File: src/rtl/decoded_ram_reader.sv
// Streams MSG_LEN bytes out of the decoded-message RAM onto a valid/ready
// port, one RAM read per byte, and flags any byte that is not a lowercase
// letter or a space.
module decoded_ram_reader #(
  parameter int MSG_LEN = 32,
  parameter int ADDR_W  = 5
) (
  input  logic              clk,
  input  logic              reset,
  input  logic              start,
  output logic [ADDR_W-1:0] ram_address,
  output logic              ram_rden,
  input  logic [7:0]        ram_q,
  output logic [7:0]        out_data,
  output logic              out_valid,
  input  logic              out_ready,
  output logic [ADDR_W-1:0] byte_index,
  output logic              busy,
  output logic              done,
  output logic              bad_char,
  output logic [2:0]        state_dbg
);

  // Handshake: a byte moves when out_valid and out_ready are both high on a
  // rising clk edge. out_valid never depends on out_ready, and out_data /
  // byte_index hold still while out_valid is high and no handshake has happened.

  localparam logic [2:0] S_IDLE    = 3'd0;
  localparam logic [2:0] S_ISSUE   = 3'd1;
  localparam logic [2:0] S_WAIT    = 3'd2;
  localparam logic [2:0] S_PRESENT = 3'd3;
  localparam logic [2:0] S_HOLD    = 3'd4;
  localparam logic [2:0] S_DONE    = 3'd5;

  localparam logic [ADDR_W-1:0] LAST_IDX = ADDR_W'(MSG_LEN - 1);

  logic [2:0]        state;
  logic [2:0]        state_next;
  logic [ADDR_W-1:0] counter;
  logic              start_q;
  logic              start_rise;
  logic              handshake;
  logic              last_byte;
  logic              char_ok;

  assign start_rise = start & ~start_q;
  assign handshake  = out_valid & out_ready;
  assign last_byte  = (counter == LAST_IDX);
  // Allowed alphabet: 'a'..'z' and space.
  assign char_ok    = ((ram_q >= 8'd97) && (ram_q <= 8'd122)) || (ram_q == 8'd32);

  assign ram_address = counter;
  assign ram_rden    = (state == S_ISSUE);
  assign out_valid   = (state == S_PRESENT) || (state == S_HOLD);
  assign busy        = (state == S_ISSUE) || (state == S_WAIT) ||
                       (state == S_PRESENT) || (state == S_HOLD);
  assign done        = (state == S_DONE);
  assign state_dbg   = state;

  // Next-state selection; PRESENT and HOLD share the handshake decision.
  always_comb begin
    state_next = state;
    case (state)
      S_IDLE:    if (start_rise) state_next = S_ISSUE;
      S_ISSUE:   state_next = S_WAIT;
      S_WAIT:    state_next = S_PRESENT;
      S_PRESENT,
      S_HOLD: begin
        if (handshake) state_next = last_byte ? S_DONE : S_ISSUE;
        else           state_next = S_HOLD;
      end
      S_DONE:    if (!start) state_next = S_IDLE;
      default:   state_next = S_IDLE;
    endcase
  end

  // State register and start edge detector.
  always_ff @(posedge clk or posedge reset) begin
    if (reset) begin
      state   <= S_IDLE;
      start_q <= 1'b0;
    end else begin
      state   <= state_next;
      start_q <= start;
    end
  end

  // Byte counter: cleared when a transfer starts, advanced per accepted byte,
  // never advanced past the last byte.
  always_ff @(posedge clk or posedge reset) begin
    if (reset) begin
      counter <= '0;
    end else if (state == S_IDLE && start_rise) begin
      counter <= '0;
    end else if (handshake && !last_byte) begin
      counter <= counter + 1'b1;
    end
  end

  // Capture the RAM word one cycle after the read was issued.
  always_ff @(posedge clk or posedge reset) begin
    if (reset) begin
      out_data   <= '0;
      byte_index <= '0;
    end else if (state == S_WAIT) begin
      out_data   <= ram_q;
      byte_index <= counter;
    end
  end

  // Sticky bad-character flag, cleared only when a new transfer starts.
  always_ff @(posedge clk or posedge reset) begin
    if (reset) begin
      bad_char <= 1'b0;
    end else if (state == S_IDLE && start_rise) begin
      bad_char <= 1'b0;
    end else if (state == S_WAIT && !char_ok) begin
      bad_char <= 1'b1;
    end
  end

endmodule
File: config.mk
export PLATFORM = sky130hd
export DESIGN_NAME = decoded_ram_reader
export DESIGN_NICKNAME = d
export VERILOG_FILES = /design/src/rtl/decoded_ram_reader.sv
export SDC_FILE = /design/constraint.sdc
export NUM_CORES = 1
export LEC_CHECK = 0
export CORE_MARGIN = 4
export CORE_UTILIZATION = 47
export CTS_CLUSTER_DIAMETER = 30
export CTS_CLUSTER_SIZE = 30
export DETAILED_ROUTE_END_ITERATION = 16
export PLACE_DENSITY = 0.9
export SLEW_MARGIN = 20
export SYNTH_ARGS = -nofsm -noshare
export SYNTH_HDL_FRONTEND = slang
export SYNTH_SLANG_ARGS = --single-unit
File: constraint.sdc
create_clock -name clk -period 4.6 [get_ports clk]
set_input_delay 1.38 -clock clk [delete_from_list [all_inputs] [get_ports clk]]
set_output_delay 1.38 -clock clk [all_outputs]
set_load 0.02 [all_outputs]
==> results.md <==
* Largest net degree at the start of global routing at 24
* Clock-pin slew on the worst setup and hold paths at 0.12 ns
* Hpwl dp at 1739 um
* Max-cap check violation count at 0
* Core Util, Final at 68.36%
* CTS root buffer: clkbuf_4
* Initial Util at 49.29%
* R2R cell count at 2
* # hold bufs at CTS at 0
* Internal at 0.6065 mW
* Slew at the pin closest to its max-slew limit at 1.025 ns
* WS Path Type: reg -> out
* EDFF count, synth at 0
* Post-CTS Setup Bufs at 0
* CP max stage cell: clkdlybuf4s50_1
* Reg2reg setup slack at 2.65 ns
* Final net count at 147
* Die Y at 55.93 um
* XOR/XNOR Fraction of Synth Area at 2.433%
* Initial antenna violation count at 0
* Mean Syn Cell Area at 11.49 sq um
* R2R Path Start: state_dbg[1]$_DFFE_PP0P_
* Crit path buf inv count at 1
* Critical path data arrival time at 2.13 ns
* Max Freq at 284.5 MHz
* Site row count at 17
* Endpoints failing hold at 0
* Vias in the first global route at 832
* Total negative slack at 0 ns
* Synth area leader: dfrtp_1
* Design Power at 0.9981 mW
* Clock insertion delay at the later pin of the skew report at 0.30 ns
* GRT Util Overall at 14.17%
* Worst hold slack at 0.5209 ns
* Post-synth cell types at 29
* Hold_sp: out_data[7]$_DFFE_PP0P_
* Compound-Gate Fraction of Synth Area at 8.227%
* Synthesis Warnings at 0
* CTS tree: done
* Clock Sinks at 23
* Max FO, Critical Path at 10
* Comb power frac at 55.9%
* Mapped Nets at 108
* Drt initial violations at 5
* CP Cell Sequence: or3b_1 -> nand2_1 -> or2_2 -> clkdlybuf4s50_1
* Ranking of synthesized cells by area: dfrtp_1, mux2_2, nand2_1
* Register share of total power at 35.1%
* RSZ-0062 raised after global routing: no
* Remaining DRCs at 0
* Multiplexer area fraction after synthesis at 15.53%
* Synthesis-to-finish area growth at 38.70%
* Top delay family on crit path: simple AND/OR/NAND/NOR gates
* Boundary Pins at 38
* PortBufs at 37
* Vias per inst at 5.219
* Routed vias at 835
* Pre-CTS setup slack at 1.424 ns
* Crit path launch type: flop
* Setup violators final at 0
* Adder-cell share of the synthesized area at 2.317%
* Die width at 55.93 um
* # resized after CTS at 0
* Synth async-reset ratio at 100.0%
* Lkg Pwr at 0.6459 nW
* Worst hold path endpoint: out_data[7]$_DFFE_PP0P_
* Simple-gate share of the synthesized area at 16.11%
* Pins Over Slew Limit at 0
* Die area at 3128 sq um
* CTS H-Tree Depth at 1
* GRT Residual Overflow at 0
* GPL Wtd Cong at 0.7606
* WP data required at 3.22 ns
* Tmin final at 3.515 ns
* Register area share after synthesis at 53.30%
* Ant. Diodes at 0
* Crit share post-route at 76.40%
* Netlist Area Pre-Place at 1080 sq um
* Net switching power at 0.3916 mW
* Crit-path max cell delay at 0.59 ns
* Sw Share at 39.24%
* Final Skew at 0.004492 ns
* Combinational family with the most area after synthesis: simple AND/OR/NAND/NOR gates
* Fin worst setup slack at 1.085 ns
* Share of layout cells above drive strength 1 at 16.67%
* Hold path depth at 1
* Antenna-violating nets left at 0
* Main synth FF type: dfrtp_1
* Max rail drop VDD at 0.4044 mV
* First-pass GRT wire length at 3650 um
* FF+latch count, synth at 23
* Share of the synthesized area in the top cell type at 53.30%
* Synth cell count leaders: dfrtp_1, mux2_2, nand2_1
* Status: complete, no violations
* Power per cell area at 666.4 nW/um^2
* Longest Clk Path Bufs at 2
* Relative max-transition margin at 31.37%
* Worst flop-to-flop path endpoint: out_data[3]$_DFFE_PP0P_
* Worst min-delay path class: reg -> reg
* Critical Path Sink Type: output port
* Cells after Synth at 94
* Drt wl/cell at 13.31 um
* Num CTS Buffers at 3
* Clock group share of total power at 9.0%
* DR pass1 iterations at 4
* WL final at 2129 um
* Most numerous cell in the Yosys netlist: dfrtp_1
* Placeable Area at 2191 sq um
## worst max path at each step
stage / depth (start not counted) / from / slack [ns] / to
finish: 4 / state_dbg[0]$_DFFE_PP0P_ / 1.09 / busy
global route: 4 / state_dbg[0]$_DFFE_PP0P_ / 0.98 / busy
CTS: 4 / state_dbg[0]$_DFFE_PP0P_ / 1.07 / busy
detailed placement: 4 / state_dbg[0]$_DFFE_PP0P_ / 1.42 / busy
global placement: 4 / state_dbg[0]$_DFFE_PP0P_ / 1.47 / busy
floorplan: 4 / state_dbg[0]$_DFFE_PP0P_ / 1.71 / busy
## sequential cells by signal, indices dropped and copies added, names as in the netlist
| register | count |
|---|---|
| ram_address | 5 |
| byte_index | 5 |
| start_q | 1 |
| out_data | 8 |
| bad_char | 1 |
| state_dbg | 3 |
## power groups by stage
stage / clock network (mW) / registers (mW) / logic [mW]
after floorplan: 0 / 0.425 / 0.250
after global placement: 0 / 0.351 / 0.552
after detailed placement: 0 / 0.357 / 0.565
after CTS: 0.0930 / 0.352 / 0.567
after global routing: 0.102 / 0.367 / 0.596
final: 0.0900 / 0.351 / 0.557
## layout by cell type (no fill, tap or decap), drive strengths merged
| cell | n |
|---|---|
| or2 | 2 |
| nor2b | 1 |
| a21oi | 3 |
| a2bb2oi | 1 |
| dfrtp | 23 |
| clkbuf | 3 |
| mux2i | 1 |
| nor3b | 2 |
| clkinv | 1 |
| or4b | 1 |
| nand2 | 13 |
| clkdlybuf4s50 | 37 |
| nor3 | 1 |
| xnor2 | 3 |
| inv | 2 |
| a31oi | 2 |
| nand2b | 1 |
| and3 | 1 |
| o21ai | 4 |
| and2 | 1 |
| a22o | 1 |
| ha | 2 |
| a211oi | 1 |
| nand3b | 1 |
| nor2 | 7 |
| mux2 | 14 |
| or3b | 1 |
| nand3 | 2 |
## logic make-up (layout without fill, tap and decap cells)
kind of cell	after synthesis	in the layout
AO/OA/AOI/OAI	12	12
XOR/XNOR	3	3
adder cells (fa/ha/maj)	2	2
buffers and inverters	5	43
flip-flops	23	23
multiplexers	15	15
AND/OR/NAND/NOR	34	34
## metrics by stage
stage | instance area (sq um) | std cells
2_1_floorplan | 1080 | 94
3_3_place_gp | 1470 | 156
3_5_place_dp | 1470 | 156
4_1_cts | 1498 | 160
5_1_grt | 1498 | 160
6_report | 1498 | 160
## area by class of cell
| type | instances | area [sq um] |
|---|---|---|
| clock inverter | 1 | 5.005 |
| tap | 28 | 35.03 |
| multi-input combinational | 66 | 481.7 |
| inverter | 2 | 7.507 |
| clock buffer | 3 | 22.52 |
| sequential | 23 | 575.6 |
| timing repair buffer | 37 | 370.4 |
| fill | 178 | 693.2 |
## metal layers
| metal | routed length [um] | GRT usage [%] | vias to the layer above |
|---|---|---|---|
| li1 | - | - | 401 |
| met3 | 154 | 3.248 | 2 |
| met1 | 910 | 17.53 | 406 |
| met5 | 0 | 0 | - |
| met4 | 4 | 3.051 | 0 |
| met2 | 1059 | 25.17 | 26 |
Note: power is estimated with default switching activity, not from simulation.
